$ cat config.mk
export PLATFORM = sky130hd
export DESIGN_NAME = time_entry_loader_flat
export DESIGN_NICKNAME = d
export VERILOG_FILES = /design/src/rtl/microwave_pkg.sv /design/src/rtl/time_entry_loader_if.sv /design/src/rtl/bcd_shift_reg.sv /design/src/rtl/time_entry_loader.sv /design/src/flat_wrapper.sv
export SDC_FILE = /design/constraint.sdc
export NUM_CORES = 1
export LEC_CHECK = 0
export BUFFER_PORTS_ARGS = -buffer_cell sky130_fd_sc_hd__buf_2
export CELL_PAD_IN_SITES_DETAIL_PLACEMENT = 1
export CELL_PAD_IN_SITES_GLOBAL_PLACEMENT = 1
export CORE_ASPECT_RATIO = 2
export CORE_MARGIN = 1.5
export CORE_UTILIZATION = 36
export CTS_CLUSTER_SIZE = 16
export DETAILED_ROUTE_END_ITERATION = 6
export PLACE_DENSITY = 0.83
export SLEW_MARGIN = 15
export SYNTH_ARGS = -nofsm -noshare
export SYNTH_HDL_FRONTEND = slang
export SYNTH_HIERARCHICAL = 1
export SYNTH_SLANG_ARGS = --single-unit
export TNS_END_PERCENT = 50
$ cat constraint.sdc
create_clock -name clk -period 2.4 [get_ports clk]
set_clock_uncertainty 0.2 [all_clocks]
set_input_delay 0.48 -clock clk [delete_from_list [all_inputs] [get_ports clk]]
set_output_delay 0.48 -clock clk [all_outputs]
set_load 0.05 [all_outputs]
$ cat src/rtl/microwave_pkg.sv
// rtl/microwave_pkg.sv - shared widths, limits and state encoding for the microwave timer entry
package microwave_pkg;

    localparam int DW = 4;
    localparam logic [DW-1:0] BCD_MAX      = DW'(9);
    localparam logic [DW-1:0] SEC_TENS_MAX = DW'(5);

    typedef enum logic [1:0] {
        ST_IDLE  = 2'd0,
        ST_ENTRY = 2'd1,
        ST_LOAD  = 2'd2,
        ST_RUN   = 2'd3
    } state_t;

endpackage

$ cat src/rtl/time_entry_loader_if.sv
// rtl/time_entry_loader_if.sv - keypad inputs and countdown-chain outputs of the time entry loader
interface time_entry_loader_if;
    import microwave_pkg::*;

    logic [DW-1:0] key;
    logic          key_valid;
    logic          startn;
    logic          clearn_key;
    logic          timer_zero;
    logic          loadn;
    logic [DW-1:0] sec_ones;
    logic [DW-1:0] sec_tens;
    logic [DW-1:0] min_ones;
    logic [DW-1:0] min_tens;
    logic          en;
    logic          busy;
    logic          err;

    modport master (
        output key, key_valid, startn, clearn_key, timer_zero,
        input  loadn, sec_ones, sec_tens, min_ones, min_tens, en, busy, err
    );

    modport slave (
        input  key, key_valid, startn, clearn_key, timer_zero,
        output loadn, sec_ones, sec_tens, min_ones, min_tens, en, busy, err
    );

endinterface

$ cat src/rtl/bcd_shift_reg.sv
// rtl/bcd_shift_reg.sv - four-digit BCD entry buffer shifting new digits in at seconds-ones
module bcd_shift_reg
    import microwave_pkg::*;
(
    input  logic          clk,
    input  logic          clrn,
    input  logic          shift,
    input  logic          clear,
    input  logic [DW-1:0] din,
    output logic [DW-1:0] sec_ones,
    output logic [DW-1:0] sec_tens,
    output logic [DW-1:0] min_ones,
    output logic [DW-1:0] min_tens
);

    // Clear wins over shift; a shift discards the old minutes-tens digit.
    always_ff @(posedge clk) begin
        if (!clrn || clear) begin
            sec_ones <= '0;
            sec_tens <= '0;
            min_ones <= '0;
            min_tens <= '0;
        end else if (shift) begin
            min_tens <= min_ones;
            min_ones <= sec_tens;
            sec_tens <= sec_ones;
            sec_ones <= din;
        end
    end

endmodule

$ cat src/rtl/time_entry_loader.sv
// rtl/time_entry_loader.sv - keypad MM:SS entry, start validation and load/run control of the countdown chain
module time_entry_loader
    import microwave_pkg::*;
(
    input  logic                clk,
    input  logic                clrn,
    time_entry_loader_if.slave  bus
);

    state_t state, state_n;
    logic   start_prev;
    logic   clear_pend, clear_pend_n;
    logic   shift, clear, err_n;
    logic   start_evt, key_ok, buf_zero;

    assign start_evt = !bus.startn && start_prev;
    assign key_ok    = bus.key_valid && (bus.key <= BCD_MAX);
    assign buf_zero  = ({bus.min_tens, bus.min_ones, bus.sec_tens, bus.sec_ones} == '0);

    bcd_shift_reg u_buf (
        .clk      (clk),
        .clrn     (clrn),
        .shift    (shift),
        .clear    (clear),
        .din      (bus.key),
        .sec_ones (bus.sec_ones),
        .sec_tens (bus.sec_tens),
        .min_ones (bus.min_ones),
        .min_tens (bus.min_tens)
    );

    // Next state and buffer control in priority order: clear, zero, start, key.
    always_comb begin
        state_n      = state;
        shift        = 1'b0;
        clear        = 1'b0;
        err_n        = 1'b0;
        clear_pend_n = 1'b0;
        case (state)
            ST_IDLE: begin
                if (key_ok) begin
                    shift   = 1'b1;
                    state_n = ST_ENTRY;
                end
            end
            ST_ENTRY: begin
                if (!bus.clearn_key) begin
                    clear   = 1'b1;
                    state_n = ST_IDLE;
                end else if (start_evt && !buf_zero) begin
                    // A key arriving with a decided start (accepted or rejected) is dropped.
                    if (bus.sec_tens > SEC_TENS_MAX) err_n = 1'b1;
                    else                             state_n = ST_LOAD;
                end else if (key_ok) begin
                    shift = 1'b1;
                end
            end
            ST_LOAD: begin
                // A cancel seen during the load pulse is remembered and honoured in RUN.
                clear_pend_n = !bus.clearn_key;
                state_n      = ST_RUN;
            end
            ST_RUN: begin
                if (!bus.clearn_key || clear_pend || bus.timer_zero) begin
                    clear   = 1'b1;
                    state_n = ST_IDLE;
                end
            end
            default: state_n = ST_IDLE;
        endcase
    end

    // State, edge detector and registered control outputs derived from the next state.
    always_ff @(posedge clk) begin
        if (!clrn) begin
            state      <= ST_IDLE;
            start_prev <= 1'b1;
            clear_pend <= 1'b0;
            bus.loadn  <= 1'b1;
            bus.en     <= 1'b0;
            bus.busy   <= 1'b0;
            bus.err    <= 1'b0;
        end else begin
            state      <= state_n;
            start_prev <= bus.startn;
            clear_pend <= clear_pend_n;
            bus.loadn  <= (state_n != ST_LOAD);
            bus.en     <= (state_n == ST_RUN);
            bus.busy   <= (state_n == ST_LOAD) || (state_n == ST_RUN);
            bus.err    <= err_n;
        end
    end

endmodule

$ cat src/flat_wrapper.sv
// flat-port wrapper written by rule: the top's interface ports become plain ports
module time_entry_loader_flat import microwave_pkg::*;
  (clk, clrn, bus_key, bus_key_valid, bus_startn, bus_clearn_key, bus_timer_zero, bus_loadn, bus_sec_ones, bus_sec_tens, bus_min_ones, bus_min_tens, bus_en, bus_busy, bus_err);
  time_entry_loader_if bus_i ();
  input  logic clk;
  input  logic clrn;
  input wire logic [$bits(bus_i.key)-1:0] bus_key;
  input wire logic [$bits(bus_i.key_valid)-1:0] bus_key_valid;
  input wire logic [$bits(bus_i.startn)-1:0] bus_startn;
  input wire logic [$bits(bus_i.clearn_key)-1:0] bus_clearn_key;
  input wire logic [$bits(bus_i.timer_zero)-1:0] bus_timer_zero;
  output wire logic [$bits(bus_i.loadn)-1:0] bus_loadn;
  output wire logic [$bits(bus_i.sec_ones)-1:0] bus_sec_ones;
  output wire logic [$bits(bus_i.sec_tens)-1:0] bus_sec_tens;
  output wire logic [$bits(bus_i.min_ones)-1:0] bus_min_ones;
  output wire logic [$bits(bus_i.min_tens)-1:0] bus_min_tens;
  output wire logic [$bits(bus_i.en)-1:0] bus_en;
  output wire logic [$bits(bus_i.busy)-1:0] bus_busy;
  output wire logic [$bits(bus_i.err)-1:0] bus_err;
  assign bus_i.key = bus_key;
  assign bus_i.key_valid = bus_key_valid;
  assign bus_i.startn = bus_startn;
  assign bus_i.clearn_key = bus_clearn_key;
  assign bus_i.timer_zero = bus_timer_zero;
  assign bus_loadn = bus_i.loadn;
  assign bus_sec_ones = bus_i.sec_ones;
  assign bus_sec_tens = bus_i.sec_tens;
  assign bus_min_ones = bus_i.min_ones;
  assign bus_min_tens = bus_i.min_tens;
  assign bus_en = bus_i.en;
  assign bus_busy = bus_i.busy;
  assign bus_err = bus_i.err;
  time_entry_loader u_core (.clk(clk), .clrn(clrn), .bus(bus_i));
endmodule
Word-level counts from Yosys, hierarchy flattened
Index checks and enable logic that the tools add are counted.
Widths: inputs -> output; s select.
{"block": "word_totals", "romBits": 0, "ff_bits": 24, "latch_bits": 0, "word_cells": 48, "n_memories": 0, "ramBits": 0}
{"block": "classes", "n_eq_ne": 6, "bitwise_logic": 0, "multipliers": 0, "magnitude_cmp": 2, "div_mod_pow": 0, "n_mux": 14, "n_addsub": 0, "reduce_logical": 15, "n_shift": 0}
{"operator": "$logic_not 16->1", "count": 1}
{"operator": "$mux 2", "count": 5}
{"operator": "$eq 2x2->1 const B", "count": 4}
{"operator": "$pmux 2 s4", "count": 1}
{"operator": "$mux 1", "count": 6}
{"operator": "$gt 4x3->1 const B", "count": 1}
{"operator": "$le 4x4->1 const B", "count": 1}
{"operator": "$logic_not 1->1", "count": 4}
{"operator": "$logic_or 1x1->1", "count": 4}
{"operator": "$pmux 1 s2", "count": 2}
{"operator": "$reduce_and 4->1", "count": 1}
{"operator": "$logic_and 1x1->1", "count": 3}
{"operator": "$eq 2x1->1 const B", "count": 1}
{"operator": "$logic_not 2->1", "count": 1}
{"operator": "$ne 2x2->1 const B", "count": 1}
{"operator": "$reduce_and 2->1", "count": 1}

Longest topological paths before layout
Gate-level depths: netlist of run 1.
{"block": "logic_depth", "word_depth": 8, "depth_mapped": 8, "mapped_depth_nobuf": 6}

Hierarchy
Netlist of run 1, hierarchy kept.
{"module": "bcd_shift_reg", "seq_area_each_um2": 320.3, "area_per_inst_um2": 594.3, "n_inst": 1, "cells_per_inst": 53}
{"module": "time_entry_loader", "seq_area_each_um2": 140.1, "area_per_inst_um2": 349.1, "n_inst": 1, "cells_per_inst": 36}

Least setup slack after synthesis of run 1
Ideal clock, no wire load.
{"block": "synth_path", "path_kind": "register to register", "from": "reg u_core.u_buf.sec_tens[1]", "to": "reg u_core.u_buf.min_ones[1]", "required_time_ns": 2.084, "path_buffers": 2, "stages_incl_launch_ff": 9, "slack_ns": 0.090, "arrival_ns": 1.994, "path_cell_list": "dfxtp_1 -> nor4_1 -> nand4_1 -> and4b_4 -> a2111oi_4 -> buf_6 -> buf_12 -> mux2i_1 -> nor2_1"}
{"block": "synth_via", "elab_chain_len": 6}
{"element": "start, declared", "line_no": "bcd_shift_reg.sv:11", "text": "output logic [DW-1:0] sec_tens,"}
{"element": "start signal, assigned", "line_no": "bcd_shift_reg.sv:26", "text": "sec_tens <= sec_ones;"}
{"element": "$logic_not 16->1", "line_no": "time_entry_loader.sv:18", "text": "assign buf_zero = ({bus.min_tens, bus.min_ones, bus.sec_tens, bus.sec_ones} == '0);"}
{"element": "$logic_not 1->1", "line_no": "time_entry_loader.sv:50", "text": "end else if (start_evt && !buf_zero) begin"}
{"element": "$logic_and 1x1->1", "line_no": "time_entry_loader.sv:50"}
{"element": "$mux 1", "line_no": "time_entry_loader.sv:50"}
{"element": "$mux 1", "line_no": "time_entry_loader.sv:47", "text": "if (!bus.clearn_key) begin"}
{"element": "$pmux 1 s2", "line_no": "time_entry_loader.sv:39", "text": "case (state)"}
{"element": "named net u_core.shift", "line_no": "time_entry_loader.sv:13", "text": "logic shift, clear, err_n;"}
{"element": "end signal, assigned", "line_no": "bcd_shift_reg.sv:25", "text": "min_ones <= sec_tens;"}
{"element": "end, declared", "line_no": "bcd_shift_reg.sv:12", "text": "output logic [DW-1:0] min_ones,"}
The timed path passes the listed nets, and every way through them passes these cells.
A chain may end at the register's enable or synchronous reset.

Final worst setup path of run 1
{"block": "layout_path", "from": "reg u_core.u_buf.sec_ones[1]", "to": "reg u_core.u_buf.sec_tens[0]"}
{"block": "layout_via", "elab_chain_len": 6}
{"element": "start, declared", "line_no": "bcd_shift_reg.sv:10", "text": "output logic [DW-1:0] sec_ones,"}
{"element": "start signal, assigned", "line_no": "bcd_shift_reg.sv:27", "text": "sec_ones <= din;"}
{"element": "$logic_not 16->1", "line_no": "time_entry_loader.sv:18"}
{"element": "$logic_not 1->1", "line_no": "time_entry_loader.sv:50"}
{"element": "$logic_and 1x1->1", "line_no": "time_entry_loader.sv:50"}
{"element": "$mux 1", "line_no": "time_entry_loader.sv:50"}
{"element": "$mux 1", "line_no": "time_entry_loader.sv:47"}
{"element": "$pmux 1 s2", "line_no": "time_entry_loader.sv:39"}
{"element": "named net u_core.shift", "line_no": "time_entry_loader.sv:13"}
The timed path passes the listed nets, and every way through them passes these cells.

==> results of run 1 <==
power breakdown:
part           internal, mW  switching, mW
Combinational        0.0456         0.0689
Clock                 0.119          0.120
Sequential            0.391         0.0107
Total                 0.555          0.199
cells in the mapped netlist:
master | count | area share
buf_12 | 1 | 0.021
nand3b_1 | 1 | 0.0080
a21o_2 | 2 | 0.019
nand2b_1 | 2 | 0.013
inv_1 | 1 | 0.0040
nor3_1 | 1 | 0.0053
nor4_1 | 2 | 0.013
mux2i_1 | 16 | 0.17
nand2_1 | 5 | 0.020
a31oi_1 | 1 | 0.0066
nor4_2 | 2 | 0.027
a21oi_1 | 2 | 0.011
nor3b_1 | 1 | 0.0080
nand4_1 | 1 | 0.0066
a211oi_1 | 1 | 0.0080
nor2_1 | 18 | 0.072
a211o_1 | 1 | 0.0093
clkbuf_2 | 1 | 0.0053
a2111oi_4 | 1 | 0.029
and4b_4 | 1 | 0.015
dfxtp_1 | 23 | 0.49
a21boi_0 | 1 | 0.0080
buf_6 | 2 | 0.024
o21ai_0 | 2 | 0.011
layout by cell type, fill, tap and decap left out, drive strengths merged:
cell	instances
dfxtp	23
a21boi	1
a211o	1
nand2	5
nor3	1
nor3b	1
and4b	1
inv	1
o21ai	2
clkbuf	4
nand4	1
nand3b	1
a21o	2
nor2	18
a31oi	1
a211oi	1
a2111oi	1
nand2b	2
buf	34
nor4	4
mux2i	16
a21oi	2
sequential cells by signal, summed over array words and instances, names as in the netlist:
signal and flops:
u_core/state 2, u_core/u_buf/sec_ones 4, u_core/u_buf/sec_tens 4, u_core/start_prev 1
u_core/u_buf/min_tens 4, u_core/bus.err 1, u_core/bus.en 1, u_core/bus.loadn 1
u_core/clear_pend 1, u_core/u_buf/min_ones 4
metal layers:
layer  vias to the layer above  part of all wire  GRT usage
met5                         -                 0          0
met4                         0             0.017     0.0920
met3                         4             0.035     0.0350
met2                        20              0.59      0.357
met1                       365              0.36      0.175
li1                        380                 -          -
path summary, 6_finish.rpt:
path | to | slack (ns) | depth (start not counted)
worst max-delay path | u_core/u_buf/sec_tens[0]$_SDFFE_PP0P_ | 0.09 | 7
worst min-delay path | u_core/start_prev$_SDFF_PN1_ | 0.22 | 2
worst max register to register | u_core/u_buf/sec_tens[0]$_SDFFE_PP0P_ | 0.09 | 7
worst min register to register | u_core/u_buf/min_tens[3]$_SDFFE_PP0P_ | 0.36 | 2
cells by family (layout without fill, tap and decap cells):
logic type             count (synthesis)  after routing
and+or+nand+nor                       34             34
DFF                                   23             23
muxes                                 16             16
AOI/OAI and AO/OA                     11             11
buffers and inverters                  5             39
cell type report:
class / count / share of cell area
Inverter: 1 / 0.00319
Multi-Input combinational cell: 61 / 0.372
Sequential cell: 23 / 0.391
Clock buffer: 4 / 0.0383
Tap cell: 28 / 0.0298
Timing Repair Buffer: 34 / 0.166
timing repair:
action                                  CTS  global route
endpoints found under the hold margin     0             0
hold buffers                              0             0
endpoints found under the setup margin    0             2
gates resized for setup                   0             1
worst max-delay path, delay by kind of cell (launching register included):
kind                   cells  cell delay (ns)
AOI/OAI and AO/OA          1             0.38
muxes                      1             0.22
DFF                        1             0.34
buffers and inverters      1             0.22
and+or+nand+nor            4             0.81
metrics by stage:
step                area [µm²]  worst slack [ns]
floorplan                  943            0.0895
global placement          1130             0.235
detailed placement        1130             0.120
CTS                       1170            0.0579
global route              1180        -0.0000946
finish                    1180            0.0917
==> metrics.csv, run 1 <==
stage,metric,value,unit
floorplanning,die area,2960,µm²
worst_setup_path,crit-path cells,"nor4_1, nand4_1, and4b_4, a2111oi_4, buf_12, mux2i_1, nor2_1",
timing,final hold slack,0.220,ns
final_layout,layout cells sized above 1,0.358,
synthesis,Mapped Nets,99,
placed_design,routability cong.,0.777,
power_and_ir_drop,total power draw,0.754,mW
synthesis,Yosys reg bits,23,
final_layout,area of the multi-input gates,438,µm²
drt,drt drc,0,
timing,Max-slew headroom,0.625,
floorplanning,Initial Util,0.377,
final_layout,final core occ,0.470,
clocking,Clock Latency Late Sink,0.26,ns
min_path,hold_sp,bus_startn,
synthesis,simple-gate share of the synthesized area,0.187,
global_route,first-pass GRT wire length,3750,µm
clocking,Worst-path clk slew,0.08,ns
timing,setup tns final,0,ns
worst_setup_path,critical path startpoint category,flip-flop,
synthesis,mux cell area share after synthesis,0.170,
synthesis,largest family of logic cells by synthesized area,simple AND/OR/NAND/NOR gates,
synthesis,Mean Syn Cell Area,10.6,µm²
drt,vias per inst,5.09,
final_layout,"Area growth, synth to finish",24.8,%
timing,final setup fails,0,
worst_setup_path,critical path's slowest cell,a2111oi_4,
final_layout,register area,460,µm²
floorplanning,die width,39.2,µm
job,maxcap violations,0,
drt,WL per Instance,15.3,µm
synthesis,synthesized area,943,µm²
timing,Pins Over Slew Limit,0,
timing,period utilization,0.962,
power_and_ir_drop,Leakage,0.544,nW
synthesis,complex-gate fraction of the synthesized area,0.101,
drt,final WL,2310,µm
drt,Iter 0 DRT Violations,19,
timing,fmax,433,MHz
drt,detailed-route via count,769,
clocking,clk sinks,23,
floorplanning,I/O pins,30,
global_route,number of global-route vias before repair,840,
outcome,status,"finished, final reports clean",
global_route,GRT Total Usage,0.187,
placed_design,HPWL after DPL,1810,µm
timing,min Tclk post-route,2.31,ns
worst_setup_path,crit path from,u_core/u_buf/sec_ones[1]$_SDFFE_PP0P_,
clocking,CTS root buffer,clkbuf_8,
floorplanning,Die Height,75.4,µm
clocking,CTS H-tree depth,1,
placed_design,port bufs,29,
worst_setup_path,"slowest stage delay, CP",0.38,ns
synthesis,post-synth cell types,24,
power_and_ir_drop,Cell Pwr Density,641,nW/µm²
worst_setup_path,critical path peak fanout,16,
floorplanning,Core Area,2500,µm²
synthesis,xor-xnor portion of the synthesized cell area,0,
clocking,CTS tree,done,
worst_setup_path,Setup CP Type,reg -> reg,
global_route,largest net degree at the start of global routing,17,
clocking,number of buffers created by CTS,3,
clocking,post-CTS setup buffer count,0,
min_path,min-delay worst type,in -> reg,
clocking,Max Buffers Root-to-Sink,2,
final_layout,fin cells,151,
final_layout,nets,134,
global_route,gr ovfl total,0,
floorplanning,std cell rows,26,
synthesis,"Seq/Total Area, Yosys",0.488,
synthesis,Synth Area in Adders,0,
power_and_ir_drop,worst vdd ir,0.495,mV
synthesis,Syn Inst Count,89,
worst_setup_path,Critical Path End Type,flip-flop,
timing,Worst-Margin Slew,0.562,ns
worst_setup_path,WP data required,2.33,ns
drt,DRT Pass-1 Iters,4,
final_layout,Ant. Diodes,0,
drt,post-route ant nets,0,
placed_design,placed insts,147,
timing,Final Hold Viols,0,
worst_setup_path,Worst EP arrival,2.24,ns
global_route,antenna violations before repair,0,
synthesis,synthesis warning total,6,
final_layout,Fillers,288,
worst_setup_path,Reg2Reg Launch Point,u_core/u_buf/sec_ones[1]$_SDFFE_PP0P_,
(Power assumes the default switching activity.)
==> run 2, diff against run 1 <==
- CAP_MARGIN: default -> 20
- clock period: 2.4 -> 2.5 ns (I/O delays scaled with it)
==> run 2 against run 1 <==
Global-route usage stayed put. Critical path depth unchanged. Die area unchanged. Largest power group unchanged. Highest routed layer unchanged.
==> metrics.csv, run 2 (same netlist as run 1, synthesis figures left out) <==
stage,metric,value,unit
timing,final setup fails,0,
floorplanning,die width,39.2,µm
drt,post-route ant nets,0,
outcome,status,"finished, final reports clean",
global_route,GRT Total Usage,0.187,
timing,Worst-Margin Slew,0.572,ns
drt,drt drc,0,
floorplanning,die area,2960,µm²
clocking,post-CTS setup buffer count,0,
clocking,Worst-path clk slew,0.08,ns
final_layout,nets,134,
drt,DRT Pass-1 Iters,4,
min_path,hold_sp,bus_startn,
timing,period utilization,0.924,
worst_setup_path,"slowest stage delay, CP",0.38,ns
worst_setup_path,critical path peak fanout,16,
worst_setup_path,WP data required,2.43,ns
floorplanning,I/O pins,30,
worst_setup_path,crit path from,u_core/u_buf/sec_ones[2]$_SDFFE_PP0P_,
min_path,min-delay worst type,in -> reg,
timing,final hold slack,0.239,ns
worst_setup_path,cell family with most CP delay,simple AND/OR/NAND/NOR gates,
timing,Pins Over Slew Limit,0,
clocking,clk sinks,23,
clocking,CTS Hold Bufs,0,
worst_setup_path,Critical Path End Type,flip-flop,
drt,vias per inst,5.14,
worst_setup_path,Crit path buffers/inverters,1,
global_route,largest net degree at the start of global routing,17,
drt,final WL,2310,µm
final_layout,most frequent cells in the layout,"buf_2 (29), dfxtp_1 (23), nor2_1 (18)",
floorplanning,Die Height,75.4,µm
timing,min Tclk post-route,2.31,ns
final_layout,Ant. Diodes,0,
drt,WL per Instance,15.3,µm
placed_design,routability cong.,0.777,
clocking,Clock Latency Late Sink,0.26,ns
power_and_ir_drop,total power draw,0.723,mW
final_layout,layout cells sized above 1,0.350,
worst_setup_path,Worst EP arrival,2.24,ns
power_and_ir_drop,worst vdd ir,0.474,mV
worst_setup_path,Setup CP Type,reg -> reg,
placed_design,pre-CTS WS,0.220,ns
timing,RSZ-0062 raised after global routing,false,
clocking,Resized Gates After CTS,0,
floorplanning,Initial Util,0.377,
job,maxcap violations,0,
clocking,Max Buffers Root-to-Sink,2,
final_layout,"commonest non-fill, non-tap cell in the layout",buf_2,
timing,setup tns final,0,ns
clocking,CTS tree,done,
worst_setup_path,critical path's slowest cell,nor4_1,
global_route,gr ovfl total,0,
timing,setup ws final,0.189,ns
clocking,number of buffers created by CTS,3,
drt,Iter 0 DRT Violations,15,
global_route,antenna violations before repair,0,
final_layout,"Area growth, synth to finish",24.1,%
power_and_ir_drop,Cell Pwr Density,617,nW/µm²
placed_design,port bufs,29,
clocking,CTS root buffer,clkbuf_8,
clocking,CTS H-tree depth,1,
timing,Final Hold Viols,0,
power_and_ir_drop,Leakage,0.543,nW
worst_setup_path,Reg2Reg Launch Point,u_core/u_buf/sec_ones[2]$_SDFFE_PP0P_,
floorplanning,std cell rows,26,
timing,Max-slew headroom,0.619,
global_route,first-pass GRT wire length,3750,µm
drt,detailed-route via count,776,
timing,fmax,433,MHz
floorplanning,Core Area,2500,µm²
worst_setup_path,crit-path cells,"nor4_1, nand4_1, and4b_4, a2111oi_4, buf_12, mux2i_1, nor2_1",
global_route,number of global-route vias before repair,840,
worst_setup_path,critical path startpoint category,flip-flop,
placed_design,HPWL after DPL,1810,µm
-- run 2: cell count changes in the layout (fill, tap and decap cells not counted) --
| cell | before | now |
|---|---|---|
| nor4_1 | 1 | 2 |
| nor4_2 | 3 | 2 |
-- run 2: power by group --
part	total, mW	internal [mW]	leakage (nW)	switching [mW]
clock network	0.229	0.114	0.0228	0.115
logic	0.109	0.0430	0.333	0.0663
registers	0.385	0.375	0.186	0.0101
-- run 2: area by class of cell --
type	count	area, µm²
fill	289	1330
sequential	23	460
multi-input combinational	61	432
timing repair buffer	34	195
clock buffer	4	45.0
tap	28	35.0
inverter	1	3.75
-- run 2: worst paths after layout --
check                                          end  slack, ns  cells after the start
min                   u_core/start_prev$_SDFF_PN1_       0.24                      2
max          u_core/u_buf/sec_tens[0]$_SDFFE_PP0P_       0.19                      7
max reg2reg  u_core/u_buf/sec_tens[0]$_SDFFE_PP0P_       0.19                      7
min reg2reg  u_core/u_buf/min_tens[3]$_SDFFE_PP0P_       0.36                      2
-- run 2: per-stage QoR --
stage | util | std cells | cell area, µm²
2_1_floorplan | - | 89 | 943
3_3_place_gp | 0.450 | 147 | 1130
3_5_place_dp | 0.450 | 147 | 1130
4_1_cts | 0.468 | 151 | 1170
5_1_grt | 0.468 | 151 | 1170
6_report | 0.468 | 151 | 1170
-- run 2: per-layer routing --
layer,global-route usage,part of all wire,routed length [µm]
met1,0.175,0.36,822
met2,0.357,0.59,1360
met3,0.0350,0.039,91
met4,0.0920,0.017,40
met5,0,0,0
==> run 3, diff against run 2 <==
- clock period: 2.5 -> 2.29 ns (I/O delays scaled with it)
==> run 3 against run 2 <==
Clock-buffer cell count is the same. The flow now finishes with violations (negative setup slack). Non-clock buffer count grew 7. Via count grew 7.2%. Power grew 14%. Core utilization grew 5.7 points. Highest routed layer unchanged.
==> metrics.csv, run 3 (same netlist as run 1, synthesis figures left out) <==
stage,metric,value,unit
worst_setup_path,critical path's slowest cell,a2111oi_4,
timing,Max-slew headroom,0.580,
outcome,violated checks,negative setup slack,
floorplanning,Core Area,2500,µm²
final_layout,Ant. Diodes,0,
power_and_ir_drop,Cell Int Power,0.600,mW
global_route,GRT Total Usage,0.215,
timing,setup ws final,-0.00322,ns
worst_setup_path,Worst EP arrival,2.23,ns
floorplanning,Initial Util,0.377,
clocking,Worst-path clk slew,0.08,ns
power_and_ir_drop,Clock power frac,0.309,
final_layout,most frequent cells in the layout,"buf_2 (29), nor2_1 (18), dfxtp_1 (14)",
worst_setup_path,Critical Path End Type,flip-flop,
outcome,status,"complete, but fails checks",
placed_design,HPWL after DPL,1950,µm
worst_setup_path,crit-path cells,"nor4_4, nand4_1, and4b_4, a2111oi_4, buf_4, buf_12, mux2i_1, nor2_1",
power_and_ir_drop,Cell Pwr Density,627,nW/µm²
timing,RSZ-0062 raised after global routing,true,
timing,fmax,436,MHz
job,maxcap violations,0,
floorplanning,die width,39.2,µm
power_and_ir_drop,Combinational Power Share,0.176,
floorplanning,Die Height,75.4,µm
clocking,CTS root buffer,clkbuf_8,
global_route,number of global-route vias before repair,864,
power_and_ir_drop,sequential power share,0.515,
drt,detailed-route via count,832,
final_layout,Post-Layout Inst Area,1310,µm²
drt,DRT Pass-1 Iters,4,
drt,WL per Instance,17.2,µm
worst_setup_path,critical path startpoint category,flip-flop,
timing,period utilization,1.00,
placed_design,port bufs,29,
worst_setup_path,critical path peak fanout,8,
drt,vias per inst,5.27,
timing,final setup fails,3,
drt,drt drc,0,
final_layout,"commonest non-fill, non-tap cell in the layout",buf_2,
global_route,gr ovfl total,0,
floorplanning,I/O pins,30,
clocking,CTS H-tree depth,1,
final_layout,"Area growth, synth to finish",39.3,%
clocking,clk sinks,23,
global_route,largest net degree at the start of global routing,17,
drt,final WL,2720,µm
worst_setup_path,Setup CP Type,reg -> reg,
power_and_ir_drop,sw frac,0.271,
timing,Pins Over Slew Limit,0,
power_and_ir_drop,worst vdd ir,0.536,mV
floorplanning,die area,2960,µm²
global_route,antenna violations before repair,0,
placed_design,Placed Area,1140,µm²
timing,min Tclk post-route,2.29,ns
clocking,Max Buffers Root-to-Sink,2,
drt,post-route ant nets,0,
final_layout,layout cells sized above 1,0.492,
power_and_ir_drop,Leakage,0.607,nW
final_layout,nets,141,
clocking,number of buffers created by CTS,3,
clocking,CTS Hold Bufs,0,
worst_setup_path,WP data required,2.22,ns
final_layout,fin cells,158,
final_layout,Fillers,297,
power_and_ir_drop,switching pwr,0.223,mW
clocking,CTS tree,done,
worst_setup_path,"slowest stage delay, CP",0.37,ns
placed_design,routability cong.,0.731,
clocking,Clock Latency Late Sink,0.27,ns
global_route,first-pass GRT wire length,4250,µm
drt,Iter 0 DRT Violations,15,
timing,Final Hold Viols,0,
timing,Worst-Margin Slew,0.631,ns
floorplanning,std cell rows,26,
placed_design,placed insts,148,
min_path,min-delay worst type,in -> reg,
[run 3: cell count changes in the layout (fill, tap and decap cells not counted)]
cell / delta
clkbuf_16: +1
nor4_2: -1
dfxtp_4: +1
nor4_4: +3
mux2i_1: -3
nor4_1: -2
mux2i_2: +2
mux2i_4: +1
buf_4: +6
dfxtp_2: +8
dfxtp_1: -9
[run 3: repair_timing]
item | 4_1_cts | 5_1_grt
endpoints found under the setup margin | 16 | 11
pin swaps | 6 | 3
cloned | 1 | 0
buffers inserted | 1 | 4
resized for setup | 7 | 9
[run 3: stage by stage]
step | setup slack (ns) | hold slack, ns | util | setup TNS (ns) | power, mW
3_3_place_gp | -0.0192 | 0.305 | 0.455 | -0.0828 | 0.546
3_5_place_dp | -0.0835 | 0.318 | 0.455 | -0.804 | 0.550
4_1_cts | -0.0195 | 0.205 | 0.502 | -0.0938 | 0.820
2_1_floorplan | 0.00122 | 0.313 | - | 0 | 0.521
6_report | -0.00322 | 0.198 | 0.524 | -0.00620 | 0.823
5_1_grt | -0.123 | 0.203 | 0.524 | -1.53 | 0.854
[run 3: layer usage]
layer | vias up | wire [µm] | GRT usage
li1 | 401 | - | -
met1 | 399 | 929 | 0.208
met2 | 26 | 1600 | 0.396
met3 | 6 | 103 | 0.0379
met4 | 0 | 91 | 0.126
met5 | - | 0 | 0
[run 3: critical path: cells and delay by family, from the launching register on]
kind | cells | cell delay (ns)
AO/OA/AOI/OAI | 1 | 0.37
buffers and inverters | 2 | 0.33
flip-flops | 1 | 0.36
multiplexers | 1 | 0.22
AND/OR/NAND/NOR | 4 | 0.69
[run 3: cell type report]
type                            instances  area [µm²]  area share
Multi-Input combinational cell         61         490       0.373
Sequential cell                        23         474       0.361
Timing Repair Buffer                   41         265       0.202
Clock buffer                            4        45.0      0.0343
Tap cell                               28        35.0      0.0267
Inverter                                1        3.75     0.00286
[run 3: worst paths after layout]
path                                         startpoint                                     to  slack (ns)  cells after the start
hold reg to reg   u_core/u_buf/sec_ones[1]$_SDFFE_PP0P_  u_core/u_buf/sec_ones[1]$_SDFFE_PP0P_        0.36                      2
setup reg to reg  u_core/u_buf/sec_ones[2]$_SDFFE_PP0P_  u_core/u_buf/min_ones[2]$_SDFFE_PP0P_      -0.003                      8
hold / removal                               bus_startn           u_core/start_prev$_SDFF_PN1_        0.20                      2
setup / recovery  u_core/u_buf/sec_ones[2]$_SDFFE_PP0P_  u_core/u_buf/min_ones[2]$_SDFFE_PP0P_      -0.003                      8
[run 3: power groups by stage]
stage / Sequential, mW / Clock, mW / Combinational [mW]
after floorplan: 0.454 / 0 / 0.0670
after global placement: 0.430 / 0 / 0.116
after detailed placement: 0.431 / 0 / 0.119
after CTS: 0.425 / 0.257 / 0.138
after global routing: 0.426 / 0.274 / 0.155
final: 0.424 / 0.255 / 0.145
